File: config.mk
export PLATFORM = sky130hd
export DESIGN_NAME = gather_vc_allocator
export DESIGN_NICKNAME = d
export VERILOG_FILES = /design/src/rtl/gather_vc_allocator.sv
export SDC_FILE = /design/constraint.sdc
export NUM_CORES = 1
export LEC_CHECK = 0
export CORE_AREA = 10 10 136 138
export DETAILED_ROUTE_END_ITERATION = 16
export DIE_AREA = 0 0 146 148
export PLACE_DENSITY = 0.87
export SYNTH_ARGS = -nofsm -noshare
export SYNTH_HDL_FRONTEND = slang
export SYNTH_SLANG_ARGS = --single-unit
export TNS_END_PERCENT = 1
File: constraint.sdc
create_clock -name clk -period 10.18 [get_ports clk]
set_clock_uncertainty 0.2 [all_clocks]
set_input_delay 1.018 -clock clk [delete_from_list [all_inputs] [get_ports clk]]
set_output_delay 1.018 -clock clk [all_outputs]
set_load 0.01 [all_outputs]
File: src/rtl/gather_vc_allocator.sv
// ----------------------------------------------------------------------------
// gather_vc_allocator
//   Packet-level virtual-channel allocator that drives the select inputs of a
//   5x5 gather crossbar. Each output VC runs its own round-robin arbiter over
//   the input VCs whose routed request targets it. A winner stays locked to
//   that output until its tail flit is accepted by the crossbar.
//
// Ports
//   clk              : clock, rising edge
//   rstn             : asynchronous active-low reset
//   req_vc0..req_vc4 : per input VC, routed target output VC (one-hot; if more
//                      than one bit is set, the lowest set bit is used)
//   valid_in         : flit valid per input VC
//   tail_in          : flit on input VC i is a packet tail
//   xbar_ready       : crossbar ready toward input VCs (fire = valid & ready)
//   selVCfromVC0..4  : bit j set => input VC i currently owns output VC j
//   out_locked       : bit j set => output VC j currently owned
// ----------------------------------------------------------------------------
module gather_vc_allocator #(
    parameter int NUM_VC  = 5,
    parameter int RR_INIT = 0
) (
    input  logic       clk,
    input  logic       rstn,
    input  logic [4:0] req_vc0,
    input  logic [4:0] req_vc1,
    input  logic [4:0] req_vc2,
    input  logic [4:0] req_vc3,
    input  logic [4:0] req_vc4,
    input  logic [4:0] valid_in,
    input  logic [4:0] tail_in,
    input  logic [4:0] xbar_ready,
    output logic [4:0] selVCfromVC0,
    output logic [4:0] selVCfromVC1,
    output logic [4:0] selVCfromVC2,
    output logic [4:0] selVCfromVC3,
    output logic [4:0] selVCfromVC4,
    output logic [4:0] out_locked
);

    typedef enum logic {
        ST_IDLE   = 1'b0,
        ST_LOCKED = 1'b1
    } state_t;

    // Per output VC j: FSM state, one-hot owner (bit i = input i), RR pointer.
    state_t     state_r [5];
    state_t     state_s [5];
    logic [4:0] grant_r [5];
    logic [4:0] grant_s [5];
    logic [2:0] ptr_r   [5];
    logic [2:0] ptr_s   [5];

    logic [4:0] req_s     [5];
    logic [4:0] eff_req_s [5];
    logic [4:0] want_s    [5];   // want_s[j][i]: input i bids for output j
    logic [4:0] sel_s     [5];   // sel_s[i][j]: transposed view of grant_r
    logic [4:0] fire_s;
    logic [4:0] owns_s;
    logic       found_s;
    logic [3:0] sum_s;
    logic [2:0] idx_s;

    // Isolate the lowest set bit so a malformed request can only ever name
    // a single output.
    function automatic logic [4:0] lowest_bit(input logic [4:0] v);
        return v & (~v + 5'd1);
    endfunction

    // Request decode: effective single-target requests, masked by ownership.
    always_comb begin
        req_s[0] = req_vc0;
        req_s[1] = req_vc1;
        req_s[2] = req_vc2;
        req_s[3] = req_vc3;
        req_s[4] = req_vc4;
        fire_s   = valid_in & xbar_ready;
        owns_s   = 5'd0;
        for (int j = 0; j < NUM_VC; j++) begin
            owns_s = owns_s | grant_r[j];
        end
        for (int i = 0; i < NUM_VC; i++) begin
            eff_req_s[i] = lowest_bit(req_s[i]);
        end
        // An input that already owns an output (even one releasing this
        // cycle) is excluded until the following cycle.
        for (int j = 0; j < NUM_VC; j++) begin
            want_s[j] = 5'd0;
            for (int i = 0; i < NUM_VC; i++) begin
                want_s[j][i] = valid_in[i] & eff_req_s[i][j] & ~owns_s[i];
            end
        end
    end

    // Next-state logic for the five per-output arbiter FSMs.
    always_comb begin
        found_s = 1'b0;
        sum_s   = 4'd0;
        idx_s   = 3'd0;
        for (int j = 0; j < NUM_VC; j++) begin
            state_s[j] = state_r[j];
            grant_s[j] = grant_r[j];
            ptr_s[j]   = ptr_r[j];
            found_s    = 1'b0;
            case (state_r[j])
                ST_IDLE: begin
                    // Scan ptr, ptr+1, ... modulo NUM_VC; first bidder wins.
                    for (int k = 0; k < NUM_VC; k++) begin
                        sum_s = {1'b0, ptr_r[j]} + 4'(k);
                        if (sum_s >= 4'(NUM_VC)) begin
                            sum_s = sum_s - 4'(NUM_VC);
                        end else begin
                            sum_s = sum_s;
                        end
                        idx_s = sum_s[2:0];
                        if (!found_s && want_s[j][idx_s]) begin
                            found_s           = 1'b1;
                            grant_s[j]        = 5'd0;
                            grant_s[j][idx_s] = 1'b1;
                            ptr_s[j]          = (idx_s == 3'(NUM_VC - 1)) ? 3'd0 : idx_s + 3'd1;
                            state_s[j]        = ST_LOCKED;
                        end else begin
                            found_s = found_s;
                        end
                    end
                end
                ST_LOCKED: begin
                    // Release only when the owner's tail flit actually fires.
                    if (|(grant_r[j] & fire_s & tail_in)) begin
                        state_s[j] = ST_IDLE;
                        grant_s[j] = 5'd0;
                    end else begin
                        state_s[j] = ST_LOCKED;
                    end
                end
                default: begin
                    state_s[j] = ST_IDLE;
                    grant_s[j] = 5'd0;
                end
            endcase
        end
    end

    // Arbiter state registers; reset drops every lock immediately.
    always_ff @(posedge clk or negedge rstn) begin
        if (!rstn) begin
            for (int j = 0; j < NUM_VC; j++) begin
                state_r[j] <= ST_IDLE;
                grant_r[j] <= 5'd0;
                ptr_r[j]   <= 3'(RR_INIT);
            end
        end else begin
            for (int j = 0; j < NUM_VC; j++) begin
                state_r[j] <= state_s[j];
                grant_r[j] <= grant_s[j];
                ptr_r[j]   <= ptr_s[j];
            end
        end
    end

    // Output view: pure rewiring of the owner registers, no input paths.
    always_comb begin
        out_locked = 5'd0;
        for (int i = 0; i < NUM_VC; i++) begin
            sel_s[i] = 5'd0;
        end
        for (int j = 0; j < NUM_VC; j++) begin
            out_locked[j] = (state_r[j] == ST_LOCKED);
            for (int i = 0; i < NUM_VC; i++) begin
                sel_s[i][j] = grant_r[j][i];
            end
        end
    end

    assign selVCfromVC0 = sel_s[0];
    assign selVCfromVC1 = sel_s[1];
    assign selVCfromVC2 = sel_s[2];
    assign selVCfromVC3 = sel_s[3];
    assign selVCfromVC4 = sel_s[4];

endmodule
# Word-level counts from Yosys, hierarchy flattened
# Index checks and enable logic that the tools add are counted.
[totals]
output_inout_bits = 30
wordCells = 675
regBits = 45
[classes]
n_reduce_logical = 85
n_mux = 305
eq_ne = 35
add_sub_neg = 75
bitwise_logic = 85
n_lt_le_gt_ge = 75
[op_table]
columns = ["operator", "count"]
rows = [
  ["$mux W3", 100],
  ["$mux W5", 30],
  ["$mux W1", 115],
  ["$lt A3 B4 Y1 const B", 25],
  ["$and A5 B5 Y5", 16],
  ["$ge A4 B3 Y1 const B", 20],
  ["$add A3 B1 Y3 const B", 25],
  ["$bmux W1 S3", 25],
  ["$demux W1 S3", 25],
  ["$eq A3 B3 Y1 const B", 25],
  ["$ge A3 B1 Y1 const B", 25],
  ["$sub A3 B3 Y3 const B", 25],
  ["$and A1 B1 Y1", 50],
  ["$pmux W5 S2", 5],
  ["$logic_and A1 B1 Y1", 45],
  ["$add A3 B2 Y4 const B", 10],
  ["$ne A6 B6 Y1 const B", 5],
  ["$add A5 B1 Y5 const B", 5],
  ["$not A5 Y5", 5],
  ["$reduce_bool A5 Y1", 5],
  ["$reduce_or A5 Y1", 5],
  ["$add A3 B1 Y4 const B", 5],
  ["$add A3 B3 Y4 const B", 5],
  ["$logic_not A1 Y1", 20],
  ["6 further kinds", 39],
]

# Depth between registers and ports, before layout
# Gate-level depths: netlist (run 1).
[logic_depth]
depth_word = 26
ltp_mapped = 17

# Worst setup path before layout (run 1)
# OpenSTA, ideal clock, no wires.
[synth_path]
path_kind = "register -> register"
start = "reg ptr_r[9] (netlist name)"
end = "reg ptr_r[11] (netlist name)"
path_stages_with_launch = 15
arrival_ps = 3749
path_slack_ps = 6104
n_path_buf = 2
setup_time_ps = 126
period_less_slack_ps = 4076
t_required_ps = 9854
cell_sequence = "dfrtp_1 buf_2 inv_1 buf_2 ha_1 inv_1 fa_1 o21a_1 mux2i_1 nor3_1 a2111o_1 or4_4 a2111oi_4 a211oi_1 o32a_1"
[synth_via]
elab_chain_cells = 23
[synth_rtl]
columns = ["item", "line", "rtl"]
rows = [
  ["start, declared", "51", "logic [2:0] ptr_r [5];"],
  ["start signal, assigned by index", "150", "ptr_r[j] <= 3'(RR_INIT);"],
  ["start signal, assigned by index", "156", "ptr_r[j] <= ptr_s[j];"],
  ["parallel branches: the longest is 23 deep, another holds $add A3 B1 Y4", "n/a", ""],
]
# Several ways; the timed one is not identified. The select of a mux whose other input is x is not followed.
# A chain may end at the register's enable or synchronous reset.

# Worst setup path after layout (run 1)
[layout_path]
start = "reg ptr_r[0] (netlist name)"
end = "reg grant_r (netlist bit selVCfromVC3[4])"
[layout_via]
elab_chain_cells = 23
[layout_rtl]
columns = ["item", "line", "rtl"]
rows = [
  ["parallel branches: the longest is 23 deep, another holds $add A3 B1 Y4", "n/a", ""],
  ["end signal, assigned by index", "155", "grant_r[j] <= grant_s[j];"],
  ["end, declared", "49", "logic [4:0] grant_r [5];"],
]
# Several ways; the timed one is not identified. The select of a mux whose other input is x is not followed.

==> results by group, run 1 <==
Run status
  • Status: complete, no violations

Drt
  • Vias: 12.1k
  • WL/cell: 21.6 um
  • Final wirelength: 36,100 um
  • DR iter-0 viols: 1,668
  • DRT Pass-1 Iters: 6
  • Via density: 7.24
  • Drt drc: 0
  • ANT nets after route: 0

Floorplan
  • Die Ht: 148 um
  • Die W: 146 um
  • Row Count: 46
  • IO Count: 72
  • Starting Density: 0.657
  • Area of the die: 21,600 um^2
  • Core Region: 15,700 um^2

Synthesis
  • Yosys reg bits: 45
  • Async S/R FF share, synth: 1.00
  • Compound-cell area share of the yosys netlist: 0.345
  • Cells after Synth: 1,444
  • Synth cell types: 101
  • Post-Synth Simple-Gate Area: 0.310
  • Yosys top cell by area: dfrtp_1
  • Post-Synth Adder-Cell Area: 0.106
  • Mux contribution to synthesized area: 0.0511
  • Ys flop type: dfrtp_1
  • Commonest cells in the netlist: 131 x nor2_1, 98 x nand2_1, 95 x o21ai_0
  • Synth Area in XOR/XNOR: 0.0177
  • Avg Cell Area, Syn: 7.14 um^2
  • Top post-synthesis cells by area: dfrtp_1 11%, ha_1 9.6%, nor2_1 4.8%, o21ai_0 4.6%, a21oi_1 4.4%
  • Post-Syn Area: 10,300 um^2
  • Count leader, synth: nor2_1
  • Post-Synthesis Net Count: 1,570
  • Sequential area share after synthesis: 0.109
  • Largest family of logic cells by synthesized area: compound AO/OA/AOI/OAI gates
  • EDFF count, synth: 0
  • Synth warn: 0
  • Post-synth top area share: 0.109

Worst setup path
  • Critical Path AT: 5.15 ns
  • Buf/Inv on CP: 2
  • Top Family by Delay on Critical Path: compound AO/OA/AOI/OAI gates
  • Worst path cell trace: inv_1 -> ha_1 -> inv_1 -> fa_1 -> o22ai_1 -> a2111oi_0 -> a31o_2 -> a32oi_1 -> nand4_1 -> nor3b_1 -> a32oi_1 -> o21ai_0
  • CP max-delay cell: a32oi_1
  • Crit-path max cell delay: 0.82 ns
  • Crit path required time: 10.20 ns
  • CP max FO: 25
  • Startpoint types: register
  • Worst setup EP type: register
  • Critical path class: register to register

Clock network
  • Root buffer cell: clkbuf_16
  • H-tree Lvls: 2
  • Hold_buf cts: 0
  • Max Root-Sink Buffers: 2
  • Post-CTS resize count: 0
  • CTS tree: done
  • Total CTS buffers: 5
  • Worst skew pair latency: 0.30 ns
  • CTS clk-pin slew, worst paths: 0.08 ns
  • Clock sink total: 45
  • Setup bufs post-CTS: 0

STA
  • RSZ-0062 raised after global routing: no
  • Final hold violations: 0
  • Final worst-path cycle share: 0.504
  • Final min period: 5.13 ns
  • Slew HR: 0.264
  • Worst-Margin Slew: 1.10 ns
  • Pins Over Slew Limit: 0
  • Setup tns final: 0 ns
  • Hold slack: 0.418 ns
  • Max frequency: 195 MHz
  • Setup-failing EPs final: 0

Global routing
  • First-pass GRT wire length: 57,100 um
  • Vias in the first global route: 10.6k
  • Total global-route track usage: 0.314
  • Pin count of the biggest net entering global routing: 46
  • Initial antenna violation count: 1
  • Final global-route overflow total: 0

Finish
  • FF+latch area: 1130 um^2
  • Final #Nets: 1,583
  • Share of cells above drive strength 1: 0.0569
  • Fin cells: 1,674
  • Footprint of the multi-input gates: 8560 um^2
  • Antenna cells: 0
  • Area grow syn2layout: 8.18%
  • Layout fillers: 1,379
  • Cell area after layout: 11,200 um^2

Placement
  • IO Port Bufs: 71
  • Final Wtd Congestion: 0.999
  • Area after DPL: 11,000 um^2
  • Dpl hpwl: 28,400 um
  • Dpl cells: 1,666

Hold path
  • Worst min-delay path category: register to register

Run
  • Max-cap viol count: 0
## kinds of logic after synthesis
kind of cell | count (synthesis)
AOI/OAI and AO/OA | 508
xor gates and xnor gates | 20
adders and majority gates | 84
buffers and inverters | 156
DFF | 45
muxes | 50
and+or+nand+nor | 581
## placed cells by master, fill, tap and decap left out, drive strengths merged, types with 16 or more instances in the layout
cell type and n:
a211oi 34, a21oi 93, a22oi 29, a31oi 16, and2 16, and3 25
clkdlybuf4s50 70, dfrtp 45, ha 79, inv 85, mux2i 39, nand2 99
nand2b 45, nand3 51, nand4 21, nor2 133, nor2b 18, nor3 59
nor4 20, o211ai 20, o21a 20, o21ai 111, o31ai 23, xnor2 19
## per-stage QoR
step	utilization	worst slack, ns
floorplan	-	6.10
global placement	0.701	5.24
detailed placement	0.701	5.16
CTS	0.710	5.21
global route	0.710	4.52
finish	0.710	5.05
## worst register-to-register path, stage by stage (launching register included)
cell and delay, ns:
dfrtp_1 0.78, inv_1 0.20, ha_1 0.26, inv_1 0.07, fa_1 0.41, o22ai_1 0.59, a2111oi_0 0.16, a31o_2 0.26
a32oi_1 0.82, nand4_1 0.46, nor3b_1 0.54, a32oi_1 0.17, o21ai_0 0.12
## sequential cells by signal, summed over array words and instances (netlist names)
name,cells
out_locked,5
selVCfromVC0,5
selVCfromVC2,5
selVCfromVC4,5
selVCfromVC3,5
selVCfromVC1,5
ptr_r,15
## final timing paths
path,endpoint,startpoint,cells after the start,slack (ns)
hold / removal,selVCfromVC1[2]$_DFFE_PN0P_,selVCfromVC1[2]$_DFFE_PN0P_,1,0.42
min in group asynchronous,ptr_r[9]$_DFFE_PN0P_,rstn,1,0.73
setup / recovery,selVCfromVC3[4]$_DFFE_PN0P_,ptr_r[0]$_DFFE_PN0P_,12,5.05
hold reg to reg,selVCfromVC1[2]$_DFFE_PN0P_,selVCfromVC1[2]$_DFFE_PN0P_,1,0.42
setup reg to reg,selVCfromVC3[4]$_DFFE_PN0P_,ptr_r[0]$_DFFE_PN0P_,12,5.05
max in group asynchronous,ptr_r[8]$_DFFE_PN0P_,rstn,1,8.37
## routing by layer
metal	track usage	vias to the layer above	share of wire	routed length [um]
li1	-	5565	-	-
met1	0.432	5639	0.42	15100
met3	0.0348	118	0.10	3750
met2	0.498	791	0.44	15900
met5	0	-	0	0
met4	0.107	0	0.038	1360
## layout make-up
cell class,instances,area share
timing repair buffer,74,0.0653
inverter,88,0.0296
multi-input combinational,1243,0.767
clock buffer,5,0.0112
tap,216,0.0242
clock inverter,3,0.00202
sequential,45,0.101
Power of run 1 is not shown: default switching activity piles up to over one toggle a cycle in this logic, so the estimate is an artifact.
==> run 2: changes to the inputs <==
--- a/config.mk
+++ b/config.mk
@@ -5,10 +5,10 @@
 export SDC_FILE = /design/constraint.sdc
 export NUM_CORES = 1
 export LEC_CHECK = 0
-export CORE_AREA = 10 10 136 138
+export CORE_AREA = 10 10 147 149
 export DETAILED_ROUTE_END_ITERATION = 16
-export DIE_AREA = 0 0 146 148
-export PLACE_DENSITY = 0.87
+export DIE_AREA = 0 0 157 159
+export PLACE_DENSITY = 0.79
 export SYNTH_ARGS = -nofsm -noshare
 export SYNTH_HDL_FRONTEND = slang
 export SYNTH_SLANG_ARGS = --single-unit
==> constraint.sdc (replaced) <==
create_clock -name clk -period 4.31 [get_ports clk]
set_clock_uncertainty 0.2 [all_clocks]
set_input_delay 0.431 -clock clk [delete_from_list [all_inputs] [get_ports clk]]
set_output_delay 0.431 -clock clk [all_outputs]
set_load 0.01 [all_outputs]
==> results by group, run 2 (synthesis results as in run 1) <==
Run status
  • Status: complete, no violations

Worst setup path
  • Critical Path AT: 4.18 ns (-0.97 ns)
  • Crit path required time: 4.35 ns (-5.85 ns)
  • Worst setup EP type: register
  • Crit-path max cell delay: 0.65 ns (-0.17 ns)
  • FF-to-FF path depth: 10 (-2)
  • CP max FO: 17 (-32%)
  • Critical path class: register to register
  • Startpoint types: register
  • CP max-delay cell: ha_1
  • Worst path cell trace: inv_1 -> ha_1 -> o21ai_0 -> and2_1 -> or4_1 -> nand3_1 -> o21a_1 -> o22ai_1 -> a2111oi_1 -> nand3b_1

STA
  • RSZ-0062 raised after global routing: yes
  • Final worst-path cycle share: 0.960 (+0.457)
  • Setup tns final: 0 ns (unchanged)
  • Max frequency: 242 MHz (+24%)
  • Pins Over Slew Limit: 0 (unchanged)
  • Final min period: 4.14 ns (-0.989 ns)
  • Final hold violations: 0 (unchanged)
  • Slew HR: 0.497 (+0.232)
  • Setup ws final: 0.171 ns (-4.88 ns)
  • Worst-Margin Slew: 0.753 ns (-0.351 ns)
  • Setup-failing EPs final: 0 (unchanged)

Floorplan
  • Die W: 157 um (+7.5%)
  • IO Count: 72 (unchanged)
  • Area of the die: 25,000 um^2 (+16%)
  • Starting Density: 0.555 (-0.101)
  • Row Count: 50 (+8.7%)
  • Die Ht: 159 um (+7.4%)
  • Core Region: 18,600 um^2 (+18%)

Clock network
  • CTS clk-pin slew, worst paths: 0.07 ns (about the same)
  • Clock sink total: 45 (unchanged)
  • H-tree Lvls: 2 (unchanged)
  • CTS tree: done
  • Worst skew pair latency: 0.30 ns (about the same)
  • Max Root-Sink Buffers: 2 (unchanged)
  • Root buffer cell: clkbuf_16
  • Total CTS buffers: 5 (unchanged)

Drt
  • WL/cell: 21.3 um (-1.0%)
  • Via density: 6.89 (-4.7%)
  • DRT Pass-1 Iters: 6 (unchanged)
  • DR iter-0 viols: 1,516 (-9.1%)
  • ANT nets after route: 0 (unchanged)
  • Final wirelength: 37,800 um (+4.6%)
  • Vias: 12.2k (+0.67%)
  • Drt drc: 0 (unchanged)

Hold path
  • Worst min-delay path category: input port to async pin

Placement
  • IO Port Bufs: 71 (unchanged)
  • Worst slack, placed: 0.211 ns (-4.95 ns)
  • Area after DPL: 11,600 um^2 (+5.5%)
  • Final Wtd Congestion: 1.02 (+2.5%)
  • Dpl hpwl: 30,100 um (+6.1%)

Global routing
  • Total global-route track usage: 0.286 (-0.0280)
  • First-pass GRT wire length: 59,300 um (+3.7%)
  • Grt met1 use: 0.414 (-0.0177)
  • GR Util met2: 0.432 (-0.0663)
  • Busiest grt layer: met2
  • Met3 usage: 0.0378 (+0.00298)
  • Initial antenna violation count: 0 (-1)
  • Final global-route overflow total: 0 (unchanged)
  • Pin count of the biggest net entering global routing: 46 (unchanged)
  • Vias in the first global route: 10.8k (+2.1%)

Finish
  • Largest Register: ptr_r
  • Final #Nets: 1,660 (+4.9%)
  • Antenna cells: 0 (unchanged)
  • Most common cell after layout, fill and taps aside: nor2_1
  • Share of cells above drive strength 1: 0.112 (+0.0551)
  • Area grow syn2layout: 14.9%
  • Max FFs per register: 15 (unchanged)
  • Cell area after layout: 11,900 um^2 (+6.3%)
  • Most frequent cells in the layout: 129 x nor2_1, 98 x nand2_1, 94 x o21ai_0

Run
  • Max-cap viol count: 0 (unchanged)
-- run 2: cell count changes in the layout (fill, tap and decap cells not counted), moves of 2 or more --
cell | before | now
o31ai_1 | 22 | 18
clkbuf_8 | 0 | 2
nor3b_2 | 0 | 2
buf_4 | 3 | 80
clkinv_4 | 2 | 0
o31ai_2 | 1 | 4
nor2_2 | 2 | 4
nor3b_1 | 6 | 4
nor2_1 | 131 | 129
-- run 2: worst max-delay path, delay by kind of cell (launching register included) --
family	cells	cell delay, ns
and+or+nand+nor	4	1.26
AOI/OAI and AO/OA	4	1.20
adders and majority gates	1	0.65
DFF	1	0.54
buffers and inverters	1	0.22
-- run 2: path summary, 6_finish.rpt --
check,from,to,slack (ns)
min reg2reg,selVCfromVC1[2]$_DFFE_PN0P_,selVCfromVC1[2]$_DFFE_PN0P_,0.39
min,rstn,ptr_r[11]$_DFFE_PN0P_,0.02
max reg2reg,ptr_r[4]$_DFFE_PN0P_,selVCfromVC4[3]$_DFFE_PN0P_,0.17
max in group asynchronous,rstn,selVCfromVC3[0]$_DFFE_PN0P_,3.45
max,ptr_r[4]$_DFFE_PN0P_,selVCfromVC4[3]$_DFFE_PN0P_,0.17
min in group clk,selVCfromVC1[2]$_DFFE_PN0P_,selVCfromVC1[2]$_DFFE_PN0P_,0.39
-- run 2: metrics by stage --
step | hold slack [ns] | util | instances
2_1_floorplan | -0.0646 | - | 1444
3_3_place_gp | 0.367 | 0.625 | 1761
3_5_place_dp | 0.367 | 0.625 | 1761
4_1_cts | 0.0505 | 0.634 | 1769
5_1_grt | 0.0758 | 0.638 | 1769
6_report | 0.0166 | 0.638 | 1769
-- run 2: layout make-up --
class                   instances  area [um^2]
multi-input cells            1243         8640
fillers                      1763         6720
repair buffers                151         1310
flip-flops and latches         45         1130
inverters                      88          330
well taps                     234          293
clock buffers                   7          153
clock inverters                 1         8.76
-- run 2: timing repair --
item / CTS / global route
setup buffers: 0 / 0
gates resized for setup: 0 / 18
setup endpoints to repair: 0 / 20
hold buffers: 0 / 0
-- run 2: routing by layer --
layer	wire length (um)	part of all wire
met4	1030	0.027
met5	0	0
met2	16500	0.44
met3	3720	0.098
met1	16500	0.44
Power of run 2 is left out for the same reason.
